## src/rtl/spi_pkg.sv

```systemverilog
// rtl/spi_pkg.sv - shared types and constants for the SPI responder
package spi_pkg;

  typedef enum logic {
    IDLE,
    ACTIVE
  } state_e;

  localparam logic       LANE_SINGLE = 1'b0;
  localparam logic       LANE_QUAD   = 1'b1;
  localparam logic [3:0] SE_SINGLE   = 4'b0010;
  localparam int         MISO_BIT    = 1;

  // Counter value of the last bit/nibble of a byte for the given lane mode.
  function automatic logic [2:0] last_cnt(input logic lane);
    return (lane == LANE_QUAD) ? 3'd1 : 3'd7;
  endfunction

  // Quad receive-only transfers never drive the bus, so they never pull tx bytes.
  function automatic logic tx_lane_on(input logic lane, input logic drive);
    return (lane == LANE_SINGLE) || drive;
  endfunction

endpackage

```

## src/rtl/spi_sync.sv

```systemverilog
// rtl/spi_sync.sv - STAGES-deep single-bit synchroniser with selectable reset value
module spi_sync #(
  parameter int   STAGES  = 2,
  parameter logic RST_VAL = 1'b0
) (
  input  logic ck,
  input  logic nrst,
  input  logic d,
  output logic q
);

  logic [STAGES-1:0] sync_q;
  logic [STAGES-1:0] sync_d;

  always_comb begin
    sync_d = {sync_q[STAGES-2:0], d};
  end

  always_ff @(posedge ck or negedge nrst) begin
    if (!nrst) begin
      sync_q <= {STAGES{RST_VAL}};
    end else begin
      sync_q <= sync_d;
    end
  end

  assign q = sync_q[STAGES-1];

endmodule

```

## src/rtl/spi_responder.sv

```systemverilog
// rtl/spi_responder.sv - oversampled SPI mode-0 responder, single and quad lanes
// Optional feature macro SPI_RESPONDER_STATS_EN adds the rx_count byte counter output.
module spi_responder
  import spi_pkg::*;
#(
  parameter logic [7:0] FILL        = 8'hFF,
  parameter int         SYNC_STAGES = 2
) (
  input  logic        ck,
  input  logic        nrst,
  input  logic        s_ck,
  input  logic        s_ncs,
  input  logic [3:0]  s_si,
  output logic [3:0]  s_so,
  output logic [3:0]  s_se,
  input  logic        quad,
  input  logic        dir,
  output logic        rx_valid,
  output logic [7:0]  rx_data,
  input  logic        tx_valid,
  input  logic [7:0]  tx_data,
  output logic        tx_ready,
  output logic        tx_underrun,
  output logic        active
`ifdef SPI_RESPONDER_STATS_EN
  ,
  output logic [15:0] rx_count
`endif
);

  logic       ck_s;
  logic       ncs_s;
  logic [3:0] si_s;

  spi_sync #(.STAGES(SYNC_STAGES), .RST_VAL(1'b0)) u_sync_ck (
    .ck   (ck),
    .nrst (nrst),
    .d    (s_ck),
    .q    (ck_s)
  );

  spi_sync #(.STAGES(SYNC_STAGES), .RST_VAL(1'b1)) u_sync_ncs (
    .ck   (ck),
    .nrst (nrst),
    .d    (s_ncs),
    .q    (ncs_s)
  );

  for (genvar i = 0; i < 4; i++) begin : g_si
    spi_sync #(.STAGES(SYNC_STAGES), .RST_VAL(1'b0)) u_sync_si (
      .ck   (ck),
      .nrst (nrst),
      .d    (s_si[i]),
      .q    (si_s[i])
    );
  end

  logic       ck_p_q, ck_p_d;
  logic       ncs_p_q, ncs_p_d;
  state_e     state_q, state_d;
  logic       quad_q, quad_d;
  logic       dir_q, dir_d;
  logic [2:0] cnt_q, cnt_d;
  logic [7:0] rx_sh_q, rx_sh_d;
  logic [7:0] tx_sh_q, tx_sh_d;
  logic [7:0] rx_data_q, rx_data_d;
  logic       rx_valid_q, rx_valid_d;

  logic       sck_rise, sck_fall, ncs_fall, ncs_rise;
  logic       load;
  logic [7:0] rx_next;

  assign sck_rise = ck_s & ~ck_p_q;
  assign sck_fall = ~ck_s & ck_p_q;
  assign ncs_fall = ~ncs_s & ncs_p_q;
  assign ncs_rise = ncs_s & ~ncs_p_q;

  always_comb begin
    ck_p_d     = ck_s;
    ncs_p_d    = ncs_s;
    state_d    = state_q;
    quad_d     = quad_q;
    dir_d      = dir_q;
    cnt_d      = cnt_q;
    rx_sh_d    = rx_sh_q;
    tx_sh_d    = tx_sh_q;
    rx_data_d  = rx_data_q;
    rx_valid_d = 1'b0;
    load       = 1'b0;
    rx_next    = (quad_q == LANE_QUAD) ? {rx_sh_q[3:0], si_s} : {rx_sh_q[6:0], si_s[0]};

    case (state_q)
      IDLE: begin
        // SCK activity before chip select is ignored, including a coincident rise.
        if (ncs_fall) begin
          state_d = ACTIVE;
          quad_d  = quad;
          dir_d   = dir;
          cnt_d   = 3'd0;
          load    = tx_lane_on(quad, dir);
        end
      end
      ACTIVE: begin
        if (ncs_rise) begin
          state_d = IDLE;
          cnt_d   = 3'd0;
        end else if (sck_rise) begin
          rx_sh_d = rx_next;
          if (cnt_q == last_cnt(quad_q)) begin
            cnt_d      = 3'd0;
            rx_data_d  = rx_next;
            rx_valid_d = 1'b1;
          end else begin
            cnt_d = cnt_q + 3'd1;
          end
        end else if (sck_fall) begin
          if (cnt_q == 3'd0) begin
            load = tx_lane_on(quad_q, dir_q);
          end else if (quad_q == LANE_QUAD) begin
            tx_sh_d = {tx_sh_q[3:0], 4'h0};
          end else begin
            tx_sh_d = {tx_sh_q[6:0], 1'b0};
          end
        end
      end
      default: state_d = IDLE;
    endcase

    if (load) begin
      tx_sh_d = tx_valid ? tx_data : FILL;
    end
  end

  always_ff @(posedge ck or negedge nrst) begin
    if (!nrst) begin
      ck_p_q     <= 1'b0;
      ncs_p_q    <= 1'b1;
      state_q    <= IDLE;
      quad_q     <= LANE_SINGLE;
      dir_q      <= 1'b0;
      cnt_q      <= 3'd0;
      rx_sh_q    <= 8'h00;
      tx_sh_q    <= 8'h00;
      rx_data_q  <= 8'h00;
      rx_valid_q <= 1'b0;
    end else begin
      ck_p_q     <= ck_p_d;
      ncs_p_q    <= ncs_p_d;
      state_q    <= state_d;
      quad_q     <= quad_d;
      dir_q      <= dir_d;
      cnt_q      <= cnt_d;
      rx_sh_q    <= rx_sh_d;
      tx_sh_q    <= tx_sh_d;
      rx_data_q  <= rx_data_d;
      rx_valid_q <= rx_valid_d;
    end
  end

  // Pad drive comes straight from registered state, so the first bit is out the cycle after LOAD.
  always_comb begin
    active = (state_q == ACTIVE);
    s_se   = 4'h0;
    s_so   = 4'h0;
    if (active) begin
      if (quad_q == LANE_SINGLE) begin
        s_se           = SE_SINGLE;
        s_so[MISO_BIT] = tx_sh_q[7];
      end else if (dir_q) begin
        s_se = 4'hF;
        s_so = tx_sh_q[7:4];
      end
    end
  end

  assign tx_ready    = load & tx_valid;
  assign tx_underrun = load & ~tx_valid;
  assign rx_valid    = rx_valid_q;
  assign rx_data     = rx_data_q;

`ifdef SPI_RESPONDER_STATS_EN
  logic [15:0] rx_count_q, rx_count_d;

  always_comb begin
    rx_count_d = rx_count_q;
    if ((state_q == IDLE) && ncs_fall) begin
      rx_count_d = 16'h0000;
    end else if (rx_valid_d && (rx_count_q != 16'hFFFF)) begin
      rx_count_d = rx_count_q + 16'd1;
    end
  end

  always_ff @(posedge ck or negedge nrst) begin
    if (!nrst) begin
      rx_count_q <= 16'h0000;
    end else begin
      rx_count_q <= rx_count_d;
    end
  end

  assign rx_count = rx_count_q;
`endif

endmodule
```

## config.mk

```make
export PLATFORM = sky130hd
export DESIGN_NAME = spi_responder
export DESIGN_NICKNAME = d
export VERILOG_FILES = /design/src/rtl/spi_pkg.sv /design/src/rtl/spi_sync.sv /design/src/rtl/spi_responder.sv
export SDC_FILE = /design/constraint.sdc
export NUM_CORES = 1
export LEC_CHECK = 0
export CAP_MARGIN = 30
export CORE_UTILIZATION = 29
export DETAILED_ROUTE_END_ITERATION = 16
export PLACE_DENSITY = 0.51
export SLEW_MARGIN = 20
export SYNTH_ARGS = -nofsm -noshare
export SYNTH_HDL_FRONTEND = slang
export SYNTH_SLANG_ARGS = --single-unit
```

## constraint.sdc

```tcl
create_clock -name ck -period 1.7 [get_ports ck]
set_clock_uncertainty 0.1 [all_clocks]
set_input_delay 0.34 -clock ck [delete_from_list [all_inputs] [get_ports ck]]
set_output_delay 0.34 -clock ck [all_outputs]
set_load 0.05 [all_outputs]
```

After elaboration in Yosys (flattened, before gate mapping) --
Cells that the tools add are included.
Storage, ports and cells: word-level logic and storage cells 84, input bits 19, register bits 44, output and inout bits 20
Operators by class: muxes and demuxes 36, eq/ne operators 6, $add $sub $neg 1, bitwise operators 15, reductions and logical operators 10
Operators by type and width (number):
- 2-to-1 mux 8 bit | 9
- 2-to-1 mux 4 bit | 5
- 2-to-1 mux 3 bit | 5
- 2-to-1 mux 1 bit | 13
- inverter 1 bit | 9
- AND 1 bit | 6
- one-hot mux 3 bit (2 select lines) | 1
- AND reduction 5 bit | 1
- != test 2 x 1 -> 1 bit (second input constant) | 2
- != test 2 bit (second input constant) | 2
- one-hot mux 1 bit (2 select lines) | 2
- AND reduction 2 bit | 2
- AND reduction 4 bit | 1
- nonzero test 2 bit | 2
- adder 3 x 1 -> 3 bit (second input constant) | 1
- equality test 3 bit | 1
- logical NOT 3 bit | 1
- != test 3 x 1 -> 1 bit (second input constant) | 1
- AND reduction 3 bit | 1
- logical OR 1 bit | 2
- 2-to-1 mux 2 bit | 1

Longest topological paths before layout --
Gate-level depths: netlist (run 1).
word-level depth 9, gate-level depth with buffers 8, gate-level depth less buffers 7

By module --
Synthesis (run 1) repeated with hierarchy kept, for this count alone.
Unflattened totals: cell total of the unflattened synthesis 157, area, all modules 1945.6 sq um
By module, submodules not included:
- spi_responder | seq. area each 802.0 sq um, cells each 145, area each 1642.8 sq um, times used 1
- spi_sync at g_si[0].u_sync_si ... | seq. area each 50.0 sq um, cells each 2, area each 50.0 sq um, times used 5
- spi_sync at u_sync_ncs | seq. area each 52.6 sq um, cells each 2, area each 52.6 sq um, times used 1

Worst setup path after synthesis (run 1) --
OpenSTA, ideal clock, no wires.
path kind register to output, from register quad_q, to output port s_so[1], buffers on the path 2, path slack -0.892 ns, cell stages (with the launch flop) 5, data required time 1.260 ns, arrival time 2.152 ns, path through dfrtp_1 > buf_2 > buf_1 > nand3_1 > a21boi_0
Between the ends: longest elaborated chain between the ends 2
Ends and longest elaborated chain:
- start: declaration | line spi_responder.sv:61 | logic quad_q, quad_d;
- start signal: assignment | line spi_responder.sv:150 | quad_q <= quad_d;
- 2-to-1 mux 1 bit | line spi_responder.sv:166 | if (quad_q == LANE_SINGLE) begin
- 2-to-1 mux 4 bit | line spi_responder.sv:165 | if (active) begin
- end: declaration | line spi_responder.sv:14 | output logic [3:0] s_so,
No other way between the ends.

Worst setup path in the final report (run 1) --
from register ncs_p_q, to output port tx_underrun
Between the ends: longest elaborated chain between the ends 5, elaborated cells between the ends (all ways) 7, classes of those cells mux (3); bitwise (4)
Ends and longest elaborated chain:
- start: declaration | line spi_responder.sv:59 | logic ncs_p_q, ncs_p_d;
- start signal: assignment | line spi_responder.sv:148 | ncs_p_q <= ncs_p_d;
- inverter 1 bit | line spi_responder.sv:76 | assign ncs_rise = ncs_s & ~ncs_p_q;
- AND 1 bit | line spi_responder.sv:76
- 2-to-1 mux 1 bit | line spi_responder.sv:104 | if (ncs_rise) begin
- one-hot mux 1 bit (2 select lines) (*) | line spi_responder.sv:92 | case (state_q)
- AND 1 bit (*) | line spi_responder.sv:177 | assign tx_underrun = load & ~tx_valid;
- end: declaration | line spi_responder.sv:23 | output logic tx_underrun,
Every way passes the cells marked *; elsewhere a longest branch is shown, timed or not.

==> reports/summary.log, run 1 <==
INFO  timing         setup_viol_count_final=36
INFO  job            max-cap-violations=0
INFO  drt            vias_per_cell=4.56
INFO  setup_path     timing.critical_path.required=1260ps
INFO  timing         min_period_over_period=129%
INFO  timing         timing.final.ws_setup=-495ps
INFO  grt            grt_pass1_wl=7310microns
INFO  power_and_ir_drop power.share.clock=20.3%
INFO  floorplanning  initial_utilization=30.3%
INFO  timing         unrepaired_setup_endpoints_after_global_routing=true
INFO  drt            drt_iter0_drc=56
INFO  timing         total_negative_slack=-8150ps
INFO  power_and_ir_drop p_seq_share=35.7%
INFO  synth          synth_area_leader=dfrtp_1
INFO  synth          dominantRegCellSynth=dfrtp_1
INFO  layout         nets=266
INFO  floorplanning  die_h=83.9microns
INFO  synth          synth_cell_types=37
INFO  setup_path     critical_path.startpoint_type=flop
INFO  clock_tree     cts-buffers-inserted=5
INFO  synth          synthArstFlopShare=100%
INFO  setup_path     worst_ep_arrival_time=1760ps
INFO  floorplanning  die-width=83.9microns
INFO  timing         worstMarginPinSlew=292ps
INFO  drt            via_count=1,472
INFO  setup_path     cpLargestDelayFamily=flip-flops
INFO  setup_path     startpoint_to_endpoint_class_of_the_critical_path=flop to primary output
INFO  drt            drt-total-wl=4620microns
INFO  synth          largest_cells_by_area_after_synthesis=dfrtp_1, mux2_2, mux2i_1
INFO  clock_tree     ctsLongestPathBuffers=2
INFO  synth          synthesis.yosys.warnings=0
INFO  setup_path     critPathBufInv=2
INFO  hold_path      hp-class=flop to flop
INFO  layout         synth_to_final_area_change=73.1%
INFO  floorplanning  floorplan.die_area=7040squm
INFO  power_and_ir_drop p_switching=1.41mW
INFO  clock_tree     tritoncts=yes
INFO  floorplanning  num_rows=29
INFO  setup_path     worst_setup_path_end_kind=primary output
INFO  timing         fmax=455MHz
INFO  synth          post_synth_inst_count=160
INFO  power_and_ir_drop design_power_total=4.24mW
INFO  layout         antenna-diode-count=0
INFO  drt            dr.pass1.iters=10
INFO  synth          ys_seq_elements=44
INFO  place          placement.cell_area=2810squm
INFO  clock_tree     h_tree_levels=2
INFO  synth          syn_area_per_cell=12.2squm
INFO  hold_path      worstHoldPathCells=0
INFO  floorplanning  floorplan.io_pins=39
INFO  grt            antenna_found_initial=0
INFO  clock_tree     clock_sinks=44
INFO  layout         final_instance_area=3370squm
INFO  status         violations=design-rule violations, negative setup slack
INFO  grt            via_count_of_the_first_global_routing_pass=1,558
INFO  drt            ant_nets=0
INFO  setup_path     path_depth=6
INFO  setup_path     cpMaxStageDelayCell=dfstp_2
INFO  synth          syn-num-nets=181
INFO  timing         maxSlewHeadroom=80.0%
INFO  drt            post-route-drc-count=14
INFO  place          hpwl=2970microns
INFO  power_and_ir_drop comb_power_share=44.0%
INFO  power_and_ir_drop intPower=2.83mW
INFO  synth          count_of_flip_flops_with_a_built_in_enable_after_synthesis=0
INFO  floorplanning  floorplan.core_area=6420squm
INFO  status         outcome=finished, violations left
INFO  synth          synth.cells.most_frequent=dfrtp_1, nand2_1, mux2i_1
INFO  power_and_ir_drop static_leakage_power=1.51nW
INFO  place          gp_congestion=0.849
INFO  clock_tree     worst_setup_hold_path_clk_slew=80ps
INFO  setup_path     timing.reg2reg.worst_path_depth=8
INFO  grt            grt_use_total=13.2%
INFO  clock_tree     clock-root-buffer=clkbuf_8
INFO  layout         drive_above_1_share=52.4%
INFO  timing         finalHoldWorstSlack=252ps
INFO  timing         finalMaxSlewViolations=0
INFO  timing         hold_viol_final=0
INFO  grt            grt_overflow_total=0
INFO  setup_path     worst-path-max-fanout=3
INFO  grt            grt_max_degree=45
INFO  synth          sequential_element_share_of_the_synthesized_area=56.8%
INFO  setup_path     critical_path.cell_chain=nor2b_4 -> o41ai_4 -> buf_4 -> nand2_4 -> nor2_4 -> buf_12
INFO  clock_tree     clock_latency=300ps
INFO  drt            detail_route.wl_per_cell=14.3microns
INFO  place          place.port_buffers=38
INFO  power_and_ir_drop power_per_cell_area=1260nW/um^2
INFO  setup_path     cpPeakStageDelay=560ps
INFO  synth          synth_top_area_share=52.7%
INFO  synth          yosys.cell_count.top_type=dfrtp_1
INFO  power_and_ir_drop irDropWorstVdd=0.714mV
INFO  timing         min_period=2200ps
INFO  synth          post_synth_instance_area=1950squm
INFO  power_and_ir_drop switching_share=33.2%
## power by group through the flow
stage                     clock network [mW]  logic [mW]  registers, mW
after floorplan                            0       0.726           1.64
after global placement                     0        1.52           1.50
after detailed placement                   0        1.55           1.51
after CTS                              0.889        1.70           1.51
after global routing                   0.941        1.98           1.55
final                                  0.860        1.87           1.51
## cell families after synthesis
kind of cell	synth area share (%)
AO/OA/AOI/OAI	9.71
adder cells (fa/ha/maj)	1.80
buffers and inverters	3.79
flip-flops	56.8
multiplexers	14.9
AND/OR/NAND/NOR	13.1
## placed cells by master, fill, tap and decap left out, drive strengths merged, types with 2 or more instances in the layout
cell            n
ha              2
buf            66
and2            3
dfstp           3
a2bb2oi         4
o22ai           3
nand2b          6
clkdlybuf4s50  17
mux2           15
dfrtp          41
nand3           2
o21ai          12
and3            2
nor2b           7
clkbuf          8
nand2          15
nor2            3
mux2i          12
nor3b           2
inv             9
## per-stage QoR
| step | utilization [%] | setup slack, ps | std cells |
|---|---|---|---|
| finish | 52.4 | -495 | 323 |
| global placement | 43.7 | -310 | 292 |
| detailed placement | 43.7 | -325 | 292 |
| CTS | 49.1 | -507 | 310 |
| global route | 52.4 | -555 | 323 |
| floorplan | - | -289 | 160 |
## worst paths after layout
kind,start,to,slack [ps]
max,ncs_p_q$_DFF_PN1_,tx_underrun,-500
min reg2reg,g_si[1].u_sync_si.sync_q[0]$_DFF_PN0_,g_si[1].u_sync_si.sync_q[1]$_DFF_PN0_,250
max reg2reg,ncs_p_q$_DFF_PN1_,tx_sh_q[7]$_DFFE_PN0P_,-390
max in group asynchronous,nrst,ncs_p_q$_DFF_PN1_,790
min,g_si[1].u_sync_si.sync_q[0]$_DFF_PN0_,g_si[1].u_sync_si.sync_q[1]$_DFF_PN0_,250
min in group asynchronous,nrst,dir_q$_DFFE_PN0P_,450
## flip-flops by register name, summed over array words and instances (netlist names), 2 cells and up
signal and cells:
tx_sh_q 8, g_si.u_sync_si.sync_q 8, rx_sh_q 7, u_sync_ncs.sync_q 2, u_sync_ck.sync_q 2, cnt_q 3
rx_data 8
## timing repair
item                                   CTS  global route
cloned                                   0             1
hold buffers                             1             0
setup buffers                            9            14
setup endpoints to repair               35            36
endpoints found under the hold margin   41             0
resized for setup                       33            28
pin swaps                                6            11
## layout make-up
cell class | instances | area [sq um]
clock inverter | 1 | 30.0
inverter | 10 | 41.3
sequential | 44 | 1110
timing repair buffer | 85 | 1050
multi-input combinational | 99 | 950
clock buffer | 7 | 96.3
fill | 554 | 3060
tap | 77 | 96.3
## per-layer routing
layer / vias to the layer above / part of all wire [%] / wire length, microns / global-route usage [%]
met4: 0 / 1.3 / 61 / 5.02
met3: 7 / 4.7 / 215 / 3.86
li1: 716 / - / - / -
met2: 39 / 50 / 2330 / 21.8
met5: - / 0 / 0 / 0
met1: 710 / 43 / 2010 / 16.1
(Power assumes the default switching activity.)
==> inputs of run 2 (changes only) <==
Settings changed: CORE_ASPECT_RATIO from default to 0.9.
==> run 2 against run 1 <==
- the run ends with negative setup slack left
- sequential power hardly changed
- combinational power is essentially flat
- total power is 2.4% lower
- sequential cell count unchanged
- critical path depth stayed put
- clock power is 7.9% lower
- via count increased by 0.68%
- register-to-register slack better by 20 ps
- clock-buffer cell count is 2 lower
- sequential share of layout area increased by 0.46 points
- fmax fell by 0.63%
- critical path type unchanged
==> reports/summary.log, run 2 (synthesis results as in run 1) <==
INFO  setup_path     worst_setup_path_end_kind=primary output [unchanged]
INFO  timing         unrepaired_setup_endpoints_after_global_routing=true [unchanged]
INFO  clock_tree     cts-buffers-inserted=5 [unchanged]
INFO  drt            ant_nets=0 [unchanged]
INFO  floorplanning  initial_utilization=31.0% [was 30.3%]
INFO  clock_tree     clock-root-buffer=clkbuf_8 [unchanged]
INFO  setup_path     worst-path-max-fanout=6 [was 3]
INFO  power_and_ir_drop power.share.clock=19.1% [was 20.3%]
INFO  hold_path      min_to=g_si[1].u_sync_si.sync_q[1]$_DFF_PN0_ [unchanged]
INFO  power_and_ir_drop p_switching=1.40mW [was 1.41 mW]
INFO  timing         min_period_over_period=130% [was 129%]
INFO  grt            antenna_found_initial=0 [unchanged]
INFO  setup_path     startpoint_to_endpoint_class_of_the_critical_path=flop to primary output [unchanged]
INFO  status         outcome=finished, violations left [unchanged]
INFO  grt            grt_use_total=14.9% [was 13.2%]
INFO  hold_path      hp-class=flop to flop [unchanged]
INFO  clock_tree     ctsLongestPathBuffers=2 [unchanged]
INFO  status         violations=negative setup slack [was design-rule violations, negative setup slack]
INFO  clock_tree     h_tree_levels=2 [unchanged]
INFO  power_and_ir_drop static_leakage_power=1.48nW [was 1.51 nW]
INFO  drt            via_count=1,482 [was 1,472]
INFO  hold_path      hold_start=g_si[1].u_sync_si.sync_q[0]$_DFF_PN0_ [unchanged]
INFO  grt            grt_max_degree=45 [unchanged]
INFO  setup_path     timing.critical_path.required=1260ps [about the same]
INFO  timing         setup_viol_count_final=34 [was 36]
INFO  floorplanning  die-width=88.3microns [was 83.9 microns]
INFO  layout         final_cell_mix=dfrtp_1, buf_4, buf_12 [unchanged]
INFO  timing         timing.final.ws_setup=-510ps [was -495 ps]
INFO  place          numPlacedInstances=301 [was 292]
INFO  drt            dr.pass1.iters=4 [was 10]
INFO  setup_path     reg2reg_from=ncs_p_q$_DFF_PN1_ [unchanged]
INFO  floorplanning  die_h=79.7microns [was 83.9 microns]
INFO  drt            post-route-drc-count=0 [was 14]
INFO  drt            drt_iter0_drc=19 [was 56]
INFO  timing         hold_viol_final=0 [unchanged]
INFO  setup_path     setup.reg_to_reg.worst_slack=-370ps [was -390 ps]
INFO  timing         fmax=453MHz [was 455 MHz]
INFO  layout         fillers=544 [was 554]
INFO  clock_tree     worst_setup_hold_path_clk_slew=80ps [about the same]
INFO  floorplanning  floorplan.die_area=7040squm [about the same]
INFO  drt            vias_per_cell=4.49 [was 4.56]
INFO  job            max-cap-violations=0 [unchanged]
INFO  setup_path     critical_path.startpoint_type=flop [unchanged]
INFO  layout         synth_to_final_area_change=70.7% [was 73.1%]
INFO  setup_path     worst_r2r_endpoint=tx_sh_q[5]$_DFFE_PN0P_ [was tx_sh_q[7]$_DFFE_PN0P_]
INFO  power_and_ir_drop p_seq_share=36.4% [was 35.7%]
INFO  timing         maxSlewHeadroom=80.6% [was 80.0%]
INFO  power_and_ir_drop switching_share=33.9% [was 33.2%]
INFO  setup_path     worst_ep_arrival_time=1770ps [was 1760 ps]
INFO  layout         antenna-diode-count=0 [unchanged]
INFO  layout         layout.cells.non_filler=330 [was 323]
INFO  power_and_ir_drop design_power_total=4.14mW [was 4.24 mW]
INFO  setup_path     timing.reg2reg.worst_path_depth=8 [unchanged]
INFO  timing         finalMaxSlewViolations=0 [unchanged]
INFO  layout         nets=263 [was 266]
INFO  timing         worstMarginPinSlew=289ps [was 292 ps]
INFO  floorplanning  num_rows=27 [was 29]
INFO  floorplanning  floorplan.io_pins=39 [unchanged]
INFO  grt            grt_pass1_wl=7800microns [was 7310 microns]
INFO  layout         drive_above_1_share=50.2% [was 52.4%]
INFO  hold_path      worstHoldPathCells=0 [unchanged]
INFO  power_and_ir_drop power_per_cell_area=1250nW/um^2 [was 1260 nW/um^2]
INFO  power_and_ir_drop intPower=2.74mW [was 2.83 mW]
INFO  clock_tree     clock_latency=290ps [was 300 ps]
INFO  clock_tree     tritoncts=yes [unchanged]
INFO  place          gp_congestion=0.799 [was 0.849]
INFO  layout         mostFrequentLayoutCell=dfrtp_1 [unchanged]
INFO  grt            via_count_of_the_first_global_routing_pass=1,588 [was 1,558]
INFO  drt            detail_route.wl_per_cell=14.3microns [about the same]
INFO  floorplanning  floorplan.core_area=6280squm [was 6420 sq um]
INFO  drt            drt-total-wl=4730microns [was 4620 microns]
INFO  power_and_ir_drop comb_power_share=44.5% [was 44.0%]
INFO  clock_tree     clock_sinks=44 [unchanged]
INFO  timing         min_period=2210ps [was 2200 ps]
INFO  power_and_ir_drop irDropWorstVdd=0.640mV [was 0.714 mV]
INFO  grt            grt_overflow_total=0 [unchanged]
INFO  place          place.port_buffers=38 [unchanged]
INFO  place          hpwl=3120microns [was 2970 microns]
==> run 2: cell count changes in the layout (fill, tap and decap cells not counted), sizes merged <==
cell | previous run | this run
buf | 66 | 63
clkbuf | 8 | 5
bufbuf | 0 | 1
clkinv | 0 | 1
clkinvlp | 1 | 2
==> run 2: critical path, stage by stage (launching register included) <==
cell	delay (ps)
dfstp_2	550
nor2b_2	60
o41ai_4	350
buf_4	200
nand2_4	80
nor2_4	100
buf_12	140
==> run 2: metrics by stage <==
| stage | hold WS (ps) | TNS, ps | utilization (%) | cell area (sq um) | setup slack [ps] |
|---|---|---|---|---|---|
| after floorplan | -55.6 | -1790 | - | 2000 | -289 |
| after global placement | 233 | -3160 | 44.7 | 2810 | -311 |
| after detailed placement | 236 | -3890 | 44.7 | 2810 | -319 |
| after CTS | 257 | -6850 | 51.7 | 3250 | -531 |
| after global routing | 259 | -9340 | 52.8 | 3320 | -563 |
| final | 252 | -7630 | 52.8 | 3320 | -510 |
==> run 2: repair_timing <==
action | CTS | global route
resized for setup | 45 | 13
pin swaps | 7 | 4
setup endpoints to repair | 35 | 38
hold endpoints to repair | 41 | 0
setup buffers | 14 | 7
cloned | 2 | 0
hold buffers | 1 | 0
==> run 2: worst max path at each step <==
stage | startpoint | endpoint | slack [ps] | depth (start not counted)
after floorplan | ncs_p_q$_DFF_PN1_ | tx_underrun | -290 | 4
after global placement | dir | tx_ready | -310 | 6
after detailed placement | dir | tx_ready | -320 | 6
after CTS | ncs_p_q$_DFF_PN1_ | tx_underrun | -530 | 6
after global routing | ncs_p_q$_DFF_PN1_ | tx_underrun | -560 | 6
final | ncs_p_q$_DFF_PN1_ | tx_underrun | -510 | 6
==> run 2: power groups by stage <==
| stage | clock [mW] | combinational [mW] | sequential, mW |
|---|---|---|---|
| detailed placement | 0 | 1.57 | 1.51 |
| floorplan | 0 | 0.726 | 1.64 |
| finish | 0.792 | 1.84 | 1.51 |
| global route | 0.875 | 1.96 | 1.54 |
| CTS | 0.830 | 1.81 | 1.51 |
| global placement | 0 | 1.53 | 1.50 |
==> run 2: metal layers <==
layer | vias to the layer above | wire length (microns) | GRT usage, % | part of all wire, %
met1 | 723 | 2100 | 18.3 | 44
met2 | 38 | 2380 | 25.5 | 50
met4 | 0 | 50 | 4.84 | 1.1
met5 | - | 0 | 0 | 0
met3 | 7 | 201 | 3.52 | 4.2
li1 | 714 | - | - | -
==> run 2: cell type report <==
cell class / count / area (sq um) / area share, %
Tap cell: 87 / 109 / 3.28
Multi-Input combinational cell: 99 / 918 / 27.7
Sequential cell: 44 / 1110 / 33.3
Timing Repair Buffer: 82 / 1030 / 31.1
Clock inverter: 3 / 42.5 / 1.28
Clock buffer: 5 / 68.8 / 2.07
Inverter: 10 / 41.3 / 1.24
==> inputs of run 3 (changes only) <==
Settings changed: CTS_CLUSTER_DIAMETER from default to 100, GPL_ROUTABILITY_DRIVEN from default to 0, HOLD_SLACK_MARGIN from default to 0.15.
==> results of run 3 <==
The final DEF is identical to that of run 2; final timing and power are the same.
